<file path="config.mk">
export PLATFORM = sky130hd
export DESIGN_NAME = countdown_timer
export DESIGN_NICKNAME = d
export VERILOG_FILES = /design/src/rtl/countdown_timer.sv
export SDC_FILE = /design/constraint.sdc
export NUM_CORES = 1
export LEC_CHECK = 0
export BUFFER_PORTS_ARGS = -buffer_cell sky130_fd_sc_hd__clkbuf_2
export CAP_MARGIN = 15
export CELL_PAD_IN_SITES_DETAIL_PLACEMENT = 0
export CELL_PAD_IN_SITES_GLOBAL_PLACEMENT = 1
export CORE_ASPECT_RATIO = 0.8
export CORE_MARGIN = 10
export CORE_UTILIZATION = 42
export CTS_BUF_LIST = sky130_fd_sc_hd__clkbuf_16
export CTS_CLUSTER_SIZE = 8
export DETAILED_ROUTE_END_ITERATION = 10
export HOLD_SLACK_MARGIN = 0.06
export PLACE_DENSITY = 0.92
export SLEW_MARGIN = 0
export SYNTH_ARGS = -nofsm -noshare
export SYNTH_HDL_FRONTEND = slang
export SYNTH_SLANG_ARGS = --single-unit
</file>
<file path="constraint.sdc">
create_clock -name clk -period 3.5 [get_ports clk]
set_clock_uncertainty 0.05 [all_clocks]
set_input_delay 0.525 -clock clk [delete_from_list [all_inputs] [get_ports clk]]
set_output_delay 0.525 -clock clk [all_outputs]
set_load 0.05 [all_outputs]
</file>
<file path="src/rtl/countdown_timer.sv">
// rtl/countdown_timer.sv - loadable down-counting timer with prescaler, pause/resume and auto-reload
//
// Ports:
//   clk          system clock, all state on rising edge
//   rst          asynchronous active-low reset
//   load         capture load_val into count and the reload register, go IDLE
//   load_val     value captured on load
//   start        start from IDLE, resume from PAUSE, restart from DONE
//   pause        freeze countdown while in RUN
//   clear        synchronous abort to IDLE with count=0 (reload kept)
//   auto_reload  sampled at expiry: 1 = reload and keep running
//   count        current remaining count
//   busy         high in RUN or PAUSE
//   done         registered one-cycle pulse at each expiry
//   expired      level, high in DONE until load/clear/start
//
// PRESCALE is the number of clk cycles per decrement and must be >= 1.

module countdown_timer #(
    parameter int WIDTH    = 32,
    parameter int PRESCALE = 1
) (
    input  logic             clk,
    input  logic             rst,
    input  logic             load,
    input  logic [WIDTH-1:0] load_val,
    input  logic             start,
    input  logic             pause,
    input  logic             clear,
    input  logic             auto_reload,
    output logic [WIDTH-1:0] count,
    output logic             busy,
    output logic             done,
    output logic             expired
);

    localparam int PW = (PRESCALE > 1) ? $clog2(PRESCALE) : 1;
    localparam logic [PW-1:0] PRE_MAX = PW'(PRESCALE - 1);

    typedef enum logic [1:0] {
        S_IDLE  = 2'd0,
        S_RUN   = 2'd1,
        S_PAUSE = 2'd2,
        S_DONE  = 2'd3
    } state_t;

    state_t           state;
    logic [WIDTH-1:0] reload;
    logic [PW-1:0]    pre_cnt;

    logic tick;
    logic expire;

    // With PRESCALE=1 pre_cnt is stuck at 0 and every RUN cycle is a tick.
    assign tick   = (pre_cnt == PRE_MAX);
    // The expiring tick takes precedence over a same-cycle pause.
    assign expire = (state == S_RUN) && tick && (count == WIDTH'(1));

    assign busy = (state == S_RUN) || (state == S_PAUSE);

    always_ff @(posedge clk or negedge rst) begin
        if (!rst) begin
            state   <= S_IDLE;
            count   <= '0;
            reload  <= '0;
            pre_cnt <= '0;
            done    <= 1'b0;
            expired <= 1'b0;
        end else begin
            done <= 1'b0;
            if (clear) begin
                state   <= S_IDLE;
                count   <= '0;
                pre_cnt <= '0;
                expired <= 1'b0;
            end else if (load) begin
                state   <= S_IDLE;
                count   <= load_val;
                reload  <= load_val;
                pre_cnt <= '0;
                expired <= 1'b0;
            end else begin
                case (state)
                    S_IDLE: begin
                        if (start && (count != '0)) begin
                            state   <= S_RUN;
                            pre_cnt <= '0;
                        end
                    end
                    S_PAUSE: begin
                        // pre_cnt is retained so the partial prescale period resumes.
                        if (start) begin
                            state <= S_RUN;
                        end
                    end
                    S_DONE: begin
                        if (start && (reload != '0)) begin
                            state   <= S_RUN;
                            count   <= reload;
                            pre_cnt <= '0;
                            expired <= 1'b0;
                        end
                    end
                    S_RUN: begin
                        pre_cnt <= tick ? '0 : pre_cnt + PW'(1);
                        if (expire) begin
                            done <= 1'b1;
                            if (auto_reload) begin
                                count <= reload;
                            end else begin
                                count   <= '0;
                                expired <= 1'b1;
                                state   <= S_DONE;
                            end
                        end else begin
                            // count never wraps below zero.
                            if (tick && (count > WIDTH'(1))) begin
                                count <= count - WIDTH'(1);
                            end
                            if (pause) begin
                                state <= S_PAUSE;
                            end
                        end
                    end
                    default: begin
                        state <= S_IDLE;
                    end
                endcase
            end
        end
    end

endmodule

</file>
=== Word-level counts from Yosys, hierarchy flattened ===
Cells that the tools add are included.

* Register bits after elaboration: 69
* Input port bits: 39
* Output and inout bits: 35
* Word-level logic and storage cells: 70

* Add/subtract/negate cells: 2
* $lt $le $gt $ge: 1
* Eq/ne operators: 12
* Multiplexer cells: 31
* Bitwise operators: 2
* Reduce and logical (&&, ||, !) cells: 16

{| class="wikitable"
|+ Operators by type and width
! cell !! count
|-
| 32-bit two-way mux || 6
|-
| 32-bit case mux with 2 select lines || 1
|-
| 32-bit nonzero test || 2
|-
| 32-bit by 1-bit == test with 1-bit output (second input constant) || 1
|-
| 32-bit by 1-bit > comparator with 1-bit output (second input constant) || 1
|-
| 32-bit by 1-bit subtractor with 32-bit output (second input constant) || 1
|-
| 4-bit inequality test (second input constant) || 5
|-
| 2-bit two-way mux || 8
|-
| 1-bit two-way mux || 13
|-
| 5-bit inequality test (second input constant) || 2
|-
| 2-bit case mux with 4 select lines || 1
|-
| 3-bit AND reduction || 2
|-
| 1-bit logical AND || 5
|-
| 5-bit by 4-bit inequality test with 1-bit output (second input constant) || 1
|-
| 5-bit AND reduction || 1
|-
| 5-bit nonzero test || 1
|-
| 2-bit == test (second input constant) || 2
|-
| 4-bit AND reduction || 1
|-
| 4-bit nonzero test || 1
|-
| 1-bit case mux with 3 select lines || 1
|-
| 2-bit by 1-bit == test with 1-bit output (second input constant) || 1
|-
| 2-bit zero test || 1
|-
| 1-bit inverter || 2
|-
| 1-bit case mux with 2 select lines || 1
|-
| 3 further kinds || 3
|}

=== Logic depth before layout (Yosys ltp) ===
Gate-level depths: netlist of run 1.

* Depth in word-level cells: 7
* Gate-level depth with buffers: 11
* Mapped depth without buffers: 8

=== Least setup slack after synthesis of run 1 ===
OpenSTA, ideal clock, no wires.

* Path type: reg-to-reg
* From: register count[25]
* To: register count[19]
* Library setup time: 122 ps
* Arrival: 2673 ps
* Required time: 3328 ps
* Slack: 655 ps
* Stages on the path, launching flop included: 10
* Buffers on the path: 2
* Clock period less this slack: 2845 ps
* Cells stage by stage: dfrtp_1 -> nor4_4 -> nand4b_4 -> or4_4 -> buf_6 -> nand2_2 -> buf_6 -> nor4_1 -> a211o_1 -> a32o_1

* Cells in the longest elaborated chain, start to end: 6
* Elaborated cells between the ends (all ways): 10
* Classes of those cells: order compare (1); eq/ne (2); mux (4); reduce/logical (3)

{| class="wikitable"
|+ RTL lines
! item !! line !! source
|-
| start: declaration || 31 || <nowiki>output logic [WIDTH-1:0] count,</nowiki>
|-
| start signal: assignment || 78 || <nowiki>count <= load_val;</nowiki>
|-
| start signal: assignment || 99 || <nowiki>count <= reload;</nowiki>
|-
| start signal: assignment || 109 || <nowiki>count <= reload;</nowiki>
|-
| branches (longest 6 deep; another with 32-bit by 1-bit > comparator with 1-bit output) || n/a ||
|}

Several ways; the timed one is not identified.
A chain may end at the register's enable or synchronous reset.

=== Worst setup path after layout of run 1 ===
* From: register count[6]
* To: register count[18]

* Cells in the longest elaborated chain, start to end: 6
* Elaborated cells between the ends (all ways): 12
* Classes of those cells: add/sub (1); order compare (1); eq/ne (2); mux (5); reduce/logical (3)

{| class="wikitable"
|+ RTL lines
! item !! line !! source
|-
| 32-bit by 1-bit subtractor with 32-bit output or 32-bit by 1-bit == test with 1-bit output (tied branches) || 118, 57 ||
|-
| 32-bit two-way mux or 1-bit logical AND (tied branches) || 117, 57 ||
|-
| 32-bit two-way mux || 106 || <nowiki>if (expire) begin</nowiki>
|-
| 32-bit case mux with 2 select lines || 83 || <nowiki>case (state)</nowiki>
|-
| 32-bit two-way mux || 76 || <nowiki>end else if (load) begin</nowiki>
|-
| 32-bit two-way mux || 71 || <nowiki>if (clear) begin</nowiki>
|}

Several ways; a longest one is shown, not always the timed one. The select of a mux whose other input is x is not followed.

==> results.cfg, run 1 <==
[synth]
synth_edf_count = 0
syn_nets = 523
syn-cell-area_um2 = 4020
yosys.area.top_type = dfrtp_1
yosysWarnings = 0
netlist.area_leader.share_pct = 42.3
synth_ff_type = dfrtp_1
ys_seq_area_share_pct = 42.3
synth-async-reset-ratio_pct = 100
ys_top_cells_by_area = dfrtp_1, nand2_1, o21ai_0
syn_area_per_cell_um2 = 8.41
synth_common_cells = nand2_1, dfrtp_1, nor2_1, o21ai_0, a21oi_1
synth_seq_cells = 68
yosysMostFrequentCell = nand2_1
synthDistinctLibCells = 51
syn_inst = 478

[setup_path]
r2r_setup_slack_ps = 420
start_kind = flip-flop
worstPathArrival_ps = 3250
crit_fanout = 21
end_kind = flip-flop
critPathKind = flip-flop to flip-flop
path_depth = 7
required_ps = 3670
crit_buf_inv = 1
crit_chain = nor4_1 -> nand3_1 -> or4_4 -> nand4_2 -> o21ai_4 -> buf_4 -> o41ai_1
cpMaxStageDelayCell = or4_4
r2r_cells = 7
regToRegEndpoint = count[18]
timing.rr.start = count[6]
cpPeakStageDelay_ps = 630
crit_family = simple AND/OR/NAND/NOR gates
startpoint = count[6]
critical_path.endpoint = count[18]

[placed_design]
place.gp.congestion = 0.904
hpwlAfterDp_mm = 9.36
portBuffers = 73

[floorplanning]
rows = 31
die-area_um2 = 13900
io_pins = 74
chipHeight_um = 108
core_area_um2 = 9190
start_util_pct = 43.7
die_w_um = 129

[clocking]
post_cts_resized = 0
cts_inserted_buffers = 9
clkSinkCount = 68
cts_tree = built
htreeDepth = 3
clockBufferDepth = 2
clk_pin_slew_ps = 60
post_cts_buffers = 0
cts_root_buffer = clkbuf_16
clock_latency_ps = 340

[grt]
grt_usage_pct = 18.8
grt_pass1_wl_mm = 20.8
grt_use_met3_pct = 4.53
grt_max_degree = 47
met1_usage_pct = 26.3
grt-ovfl-total = 0
grt_pass1_vias = 3940
antenna_found_initial = 0
use_met2_pct = 28.1
busiest_layer = met2

[detailed_routing]
route.detailed.wl_per_inst_um = 19.0
firstDrtPassIters = 5
ant_nets = 0
remaining_drc_errors = 0
routed_via_density = 5.81
wirelength_mm = 12.8
first_iter_violations = 423
vias = 3896

[sta]
period_share_pct = 88.1
finalMaxSlewViolations = 0
hold_slack_ps = 338
min_period_ps = 3080
worst_pin_slew_ps = 743
hold_viol_final = 0
grt_setup_unrepaired = false
max_freq_mhz = 324
finalSetupViolCount = 0
slew_headroom_pct = 50.3
finalSetupTns_ps = 0

[pwr]
p_int_mw = 1.62
ir_drop_uv = 294
pwr-share-seq_pct = 39.5
power_frac_clock_pct = 35.7
p_leak_nw = 2.22
p_sw_mw = 0.904
power_density_nw_per_um2 = 523
combPwrFrac_pct = 24.8
switching_share_pct = 35.7

[cells_and_area]
diodes = 0
drive_gt1_share_pct = 21.8
fin_nets = 596
syn_to_final_growth_pct = 20.2

[run]
maxCapViolations = 0

[outcome]
status = complete, no violations

[worst_hold_path]
hp-class = input pin to flip-flop
==> worst register-to-register path, stage by stage, from the launching register on <==
cell	delay, ps
dfrtp_1	470
nor4_1	440
nand3_1	330
or4_4	630
nand4_2	170
o21ai_4	160
buf_4	290
o41ai_1	420
==> cell usage in the layout (no fill, tap or decap), types with 6 or more instances in the layout <==
cell type  count
nand2_1      134
clkbuf_2      72
dfrtp_1       68
nor2_1        35
o21ai_0       29
a21oi_1       21
nor4_1        20
xnor2_1       16
buf_4         14
a211oi_1      12
nor2b_1       12
nor3_1        11
inv_1          9
clkbuf_16      9
o41ai_1        7
o41ai_2        6
a221oi_1       6
xor2_1         6
ha_1           6
==> metal layers <==
layer	part of all wire (%)	wire [um]
met5	0	0
met4	1.0	132
met3	8.5	1080
met2	44	5580
met1	47	5980
==> worst min path at each step <==
stage | from | to | slack (ps) | cells past startpoint
final | load_val[5] | reload[5] | 340 | 3
after detailed placement | reload[16] | reload[16] | 450 | 2
after floorplan | rst | count[0] | 180 | 0
after global routing | load_val[28] | reload[28] | 350 | 3
after global placement | reload[18] | reload[18] | 450 | 2
after CTS | load_val[5] | reload[5] | 340 | 3
==> stage by stage <==
step | worst slack, ps | cell area, um2 | util, % | cells | power [mW]
final | 415 | 4830 | 52.6 | 671 | 2.53
after global routing | 245 | 4830 | 52.6 | 671 | 2.65
after CTS | 442 | 4800 | 52.2 | 669 | 2.53
after detailed placement | 481 | 4510 | 49.1 | 653 | 1.63
after global placement | 572 | 4510 | 49.1 | 653 | 1.61
after floorplan | 655 | 4020 | - | 478 | 1.41
==> power groups by stage <==
stage          registers, mW  clock network [mW]  logic (mW)
3_3_place_gp            1.00                   0       0.610
3_5_place_dp            1.01                   0       0.621
6_report               0.999               0.903       0.627
2_1_floorplan           1.11                   0       0.301
5_1_grt                 1.01               0.954       0.683
4_1_cts                0.994               0.912       0.624
==> sequential cells by signal (all words and copies together) (netlist names) <==
| register | flops |
|---|---|
| expired | 1 |
| count | 32 |
| reload | 32 |
| done | 1 |
| state | 2 |
==> what timing repair did <==
item,in CTS,in global routing
hold endpoints to repair,0,4
hold buffers,0,1
endpoints found under the setup margin,0,0
==> cell families after synthesis <==
kind of cell               after synthesis  synth area share (%)
xor gates and xnor gates                22                  4.79
DFF                                     68                  42.3
muxes                                    1                 0.249
buffers and inverters                   36                  4.20
and+or+nand+nor                        241                  28.6
adders and majority gates                6                  1.87
AOI/OAI and AO/OA                      104                  18.0
==> layout make-up <==
| cell class | instances | area, um2 |
|---|---|---|
| clock buffer | 9 | 225 |
| clock inverter | 7 | 66.3 |
| fill | 853 | 4360 |
| inverter | 9 | 33.8 |
| multi-input combinational | 374 | 2160 |
| sequential | 68 | 1700 |
| tap | 115 | 144 |
| timing repair buffer | 89 | 500 |
(Power assumes the default switching activity.)
==> inputs of run 2 (changes only) <==
--- a/config.mk
+++ b/config.mk
@@ -15,8 +15,10 @@
 export CTS_BUF_LIST = sky130_fd_sc_hd__clkbuf_16
 export CTS_CLUSTER_SIZE = 8
 export DETAILED_ROUTE_END_ITERATION = 10
+export GPL_TIMING_DRIVEN = 0
 export HOLD_SLACK_MARGIN = 0.06
 export PLACE_DENSITY = 0.92
+export RECOVER_POWER = 100
 export SLEW_MARGIN = 0
 export SYNTH_ARGS = -nofsm -noshare
 export SYNTH_HDL_FRONTEND = slang
==> run 2 against run 1 <==
Net effect: fmax fell by 6.3%; routed wire length rose by 9.2%; global-route usage rose by 1.3 points; critical path type unchanged.
==> results.cfg, run 2 (synthesis gave the netlist of run 1 again) <==
[grt]
grt-ovfl-total = 0
use_met2_pct = 30.6
met1_usage_pct = 27.1
grt_max_degree = 50
grt_pass1_vias = 4095
grt_usage_pct = 20.2
grt_pass1_wl_mm = 22.1
busiest_layer = met2
antenna_found_initial = 0
grt_use_met3_pct = 5.96

[detailed_routing]
route.detailed.wl_per_inst_um = 20.5
ant_nets = 0
first_iter_violations = 459
routed_via_density = 5.99
wirelength_mm = 14.0
vias = 4084
remaining_drc_errors = 0
firstDrtPassIters = 5

[setup_path]
start_kind = flip-flop
crit_fanout = 10
worstPathArrival_ps = 3490
r2r_cells = 9
regToRegEndpoint = count[1]
end_kind = flip-flop
required_ps = 3700
timing.rr.start = count[6]
critPathKind = flip-flop to flip-flop
r2r_setup_slack_ps = 210

[clocking]
cts_inserted_buffers = 9
post_cts_buffers = 0
htreeDepth = 3
clkSinkCount = 68
cts_tree = built
clock_latency_ps = 340
clockBufferDepth = 2
clk_pin_slew_ps = 60
cts_root_buffer = clkbuf_16
hold_buffers = 0

[floorplanning]
start_util_pct = 43.7
die-area_um2 = 13900
die_w_um = 129
core_area_um2 = 9190
io_pins = 74
rows = 31
chipHeight_um = 108

[pwr]
power_density_nw_per_um2 = 530
p_leak_nw = 2.04
pwr-share-seq_pct = 39.8
switching_share_pct = 36.2
finalPower_mw = 2.50
p_sw_mw = 0.905
ir_drop_uv = 291
power_frac_clock_pct = 35.4
combPwrFrac_pct = 24.8
p_int_mw = 1.59

[cells_and_area]
stdcell_area_um2 = 4720
post-route-util_pct = 51.3
fin_nets = 607
final_common_cell = nand2_1
fillers = 889
drive_gt1_share_pct = 11.3
syn_to_final_growth_pct = 17.3
diodes = 0
layout_common_cells = nand2_1, dfrtp_1, clkbuf_1, clkbuf_2, nor2_1
top_regs = count x32, reload x32, state x2

[worst_hold_path]
hp-class = input pin to async pin

[placed_design]
placed_cell_area_um2 = 4560
hpwlAfterDp_mm = 10.1
portBuffers = 72
place.gp.congestion = 0.946

[sta]
finalSetupTns_ps = 0
period_share_pct = 94.0
worst_pin_slew_ps = 1300
finalMaxSlewViolations = 0
hold_viol_final = 0
grt_setup_unrepaired = false
min_period_ps = 3290
max_freq_mhz = 304
slew_headroom_pct = 13.6
finalSetupViolCount = 0

[run]
maxCapViolations = 0

[outcome]
status = complete, no violations
run 2: changes by cell type in the layout (fill, tap and decap cells not counted), sizes merged:
cell,delta
buf,-11
dlygate4sd3,-1
clkbuf,+23
run 2: worst max path at each step:
stage | slack [ps] | end | startpoint
3_3_place_gp | 290 | count[24] | count[4]
6_report | 210 | count[1] | count[6]
4_1_cts | 130 | count[1] | count[4]
5_1_grt | 20 | count[3] | count[8]
2_1_floorplan | 650 | count[19] | count[25]
3_5_place_dp | 160 | count[1] | count[4]
run 2: area by class of cell:
cell class	count	area, um2	area share (%)
Multi-Input combinational cell	374	2100	44.6
Sequential cell	68	1700	36.1
Timing Repair Buffer	73	319	6.77
Clock buffer	9	225	4.78
Tap cell	115	144	3.05
Buffer	27	129	2.73
Clock inverter	7	58.8	1.25
Inverter	9	33.8	0.716
run 2: layer usage:
layer	routed length [um]	share of wire [%]	vias up
met5	0	0	-
met4	250	1.8	0
met3	1590	11	34
met2	6130	44	258
met1	5990	43	1932
li1	-	-	1860
run 2: timing repair:
action	CTS	global route
endpoints found under the setup margin	0	26
hold endpoints to repair	0	0
gates resized for setup	0	1
run 2: critical path: stages, from the launching register on:
cell      delay (ps)
dfrtp_1          470
nor4_1           490
nand3_1          280
nor4_1           300
a21o_1           390
and2_0           180
clkbuf_1         390
buf_2            360
a211oi_1         120
a21oi_1          170
run 2: power groups by stage:
| stage | Clock (mW) | Sequential, mW | Combinational (mW) |
|---|---|---|---|
| detailed placement | 0 | 1.00 | 0.631 |
| floorplan | 0 | 1.11 | 0.301 |
| finish | 0.885 | 0.994 | 0.620 |
| global placement | 0 | 0.999 | 0.616 |
| CTS | 0.886 | 0.989 | 0.635 |
| global route | 0.925 | 1.01 | 0.670 |
run 2: metrics by stage:
| step | cells | hold WS [ps] | setup WS, ps |
|---|---|---|---|
| final | 682 | 345 | 209 |
| after global routing | 682 | 365 | 22.4 |
| after CTS | 682 | 75.0 | 130 |
| after detailed placement | 666 | 423 | 160 |
| after global placement | 665 | 435 | 287 |
| after floorplan | 478 | 179 | 655 |
==> inputs of run 3 (changes only) <==
--- a/config.mk
+++ b/config.mk
@@ -5,19 +5,20 @@
 export SDC_FILE = /design/constraint.sdc
 export NUM_CORES = 1
 export LEC_CHECK = 0
+export ABC_AREA = 1
 export BUFFER_PORTS_ARGS = -buffer_cell sky130_fd_sc_hd__clkbuf_2
 export CAP_MARGIN = 15
 export CELL_PAD_IN_SITES_DETAIL_PLACEMENT = 0
 export CELL_PAD_IN_SITES_GLOBAL_PLACEMENT = 1
 export CORE_ASPECT_RATIO = 0.8
 export CORE_MARGIN = 10
-export CORE_UTILIZATION = 42
+export CORE_UTILIZATION = 40
 export CTS_BUF_LIST = sky130_fd_sc_hd__clkbuf_16
 export CTS_CLUSTER_SIZE = 8
 export DETAILED_ROUTE_END_ITERATION = 10
-export GPL_TIMING_DRIVEN = 0
+export GPL_ROUTABILITY_DRIVEN = 0
 export HOLD_SLACK_MARGIN = 0.06
-export PLACE_DENSITY = 0.92
+export PLACE_DENSITY = 0.91
 export RECOVER_POWER = 100
 export SLEW_MARGIN = 0
 export SYNTH_ARGS = -nofsm -noshare
==> run 3 against run 2 <==
Net effect: the run now ends with capacitance limit, slew limit left; sequential share of layout area fell by 6.1 points; routed wire length rose by 19%; fmax rose by 14%; hold slack improved by 12 ps; critical path type unchanged.
==> results.cfg, run 3 <==
[synth]
yosys.area.top_type = dfrtp_1
syn-cell-area_um2 = 4980
yosysWarnings = 0
netlist.area_leader.share_pct = 34.2
synth_edf_count = 0
synth_common_cells = nand2_1, nor2_1, inv_1, dfrtp_1, nand3_1
ys_top_cells_by_area = dfrtp_1, nand2_1, nor2_1
syn_inst = 795
synthDistinctLibCells = 29
syn_area_per_cell_um2 = 6.26
synth_seq_cells = 68
ys_seq_area_share_pct = 34.2
synth-async-reset-ratio_pct = 100
yosysMostFrequentCell = nand2_1
syn_nets = 840
synth_ff_type = dfrtp_1

[setup_path]
end_kind = flip-flop
cpPeakStageDelay_ps = 740
crit_chain = nor2_1 -> nand2_1 -> nor2_1 -> nand2_1 -> nor2_1 -> nor2_1 -> nand2_1 -> nand2_1 -> nor2_2 -> nand2_1 -> nand2_1 -> nand2_1
worstPathArrival_ps = 3070
critPathKind = flip-flop to flip-flop
cpMaxStageDelayCell = nor2_1
start_kind = flip-flop
required_ps = 3670
cp_common_cell = nand2_1
crit_fanout = 12

[cells_and_area]
fin_nets = 907
diodes = 0
post-route-util_pct = 46.7
syn_to_final_growth_pct = 14.0
drive_gt1_share_pct = 9.92
layout_common_cells = nand2_1, nor2_1, inv_1, dfrtp_1, nand3_1
multi_input_area_um2 = 2720
regArea_um2 = 1700
top_regs = count x32, reload x32, state x2
final_common_cell = nand2_1
fillers = 1304

[grt]
grt_max_degree = 61
grt-ovfl-total = 0
grt_pass1_vias = 5057
antenna_found_initial = 0
grt_pass1_wl_mm = 27.2
grt_usage_pct = 19.8

[detailed_routing]
route.detailed.wl_per_inst_um = 16.3
remaining_drc_errors = 0
firstDrtPassIters = 5
wirelength_mm = 16.6
vias = 5210
ant_nets = 0
first_iter_violations = 625
routed_via_density = 5.11

[outcome]
status = finished with violations
violations = capacitance limit, slew limit

[floorplanning]
rows = 36
start_util_pct = 40.9
core_area_um2 = 12200
chipHeight_um = 120
die_w_um = 145
die-area_um2 = 17300
io_pins = 74

[sta]
period_share_pct = 82.7
min_period_ps = 2890
hold_slack_ps = 357
finalSetupViolCount = 0
slew_headroom_pct = -55.8
setup_slack_ps = 607
max_freq_mhz = 346
finalSetupTns_ps = 0
worst_pin_slew_ps = 2340
grt_setup_unrepaired = false
hold_viol_final = 0
finalMaxSlewViolations = 87

[clocking]
htreeDepth = 3
cts_inserted_buffers = 9
cts_root_buffer = clkbuf_16
clock_latency_ps = 340
clk_pin_slew_ps = 60
hold_buffers = 0
clockBufferDepth = 2
post_cts_buffers = 0
clkSinkCount = 68
post_cts_resized = 0
cts_tree = built

[run]
maxCapViolations = 2

[placed_design]
portBuffers = 73
pre_cts_ws_ps = 952
hpwlAfterDp_mm = 12.4

[pwr]
p_leak_nw = 3.05
power_density_nw_per_um2 = 493
ir_drop_uv = 305

[worst_hold_path]
hp-class = input pin to flip-flop
## run 3: per-stage QoR
step | cells | power (mW) | area, um2
global route | 1019 | 2.95 | 5670
detailed placement | 1003 | 1.86 | 5430
global placement | 1003 | 1.85 | 5430
floorplan | 795 | 1.60 | 4980
finish | 1019 | 2.80 | 5670
CTS | 1019 | 2.83 | 5740
## run 3: layer usage
metal / vias to the layer above / global-route usage, % / wire [um]
met3: 25 / 4.93 / 1380
met2: 213 / 27.8 / 6890
met4: 0 / 4.98 / 252
met5: - / 0 / 0
met1: 2392 / 29.3 / 8060
li1: 2580 / - / -
## run 3: layout make-up
cell class | count | share of cell area (%)
clock inverter | 7 | 1.48
multi-input combinational | 597 | 47.9
sequential | 68 | 30.0
clock buffer | 9 | 3.97
tap | 152 | 3.35
inverter | 107 | 7.08
timing repair buffer | 79 | 6.24
## run 3: worst paths after layout
path,from,endpoint,slack (ps),cells after the start
min,load_val[27],reload[27],360,3
max reg2reg,count[23],state[1],610,12
max,count[23],state[1],610,12
min in group asynchronous,rst,count[15],840,1
max in group asynchronous,rst,reload[9],950,2
min reg2reg,reload[29],reload[29],450,2
## run 3: kinds of logic (layout without fill, tap and decap cells)
kind of cell / Yosys count / count (layout) / synth area share (%)
xor gates and xnor gates: 5 / 5 / 0.880
DFF: 68 / 68 / 34.2
AOI/OAI and AO/OA: 69 / 69 / 8.98
buffers and inverters: 130 / 202 / 11.1
and+or+nand+nor: 517 / 517 / 43.3
adders and majority gates: 6 / 6 / 1.51
## run 3: power breakdown
group / internal [mW] / switching [mW] / total [mW]
combinational: 0.213 / 0.614 / 0.828
sequential: 0.883 / 0.124 / 1.01
clock: 0.614 / 0.349 / 0.963
total: 1.71 / 1.09 / 2.80
## run 3: worst max-delay path: cells and delay by family, from the launching register on
kind          cells  cell delay, ps
simple gates     12            2270
flops             1             450
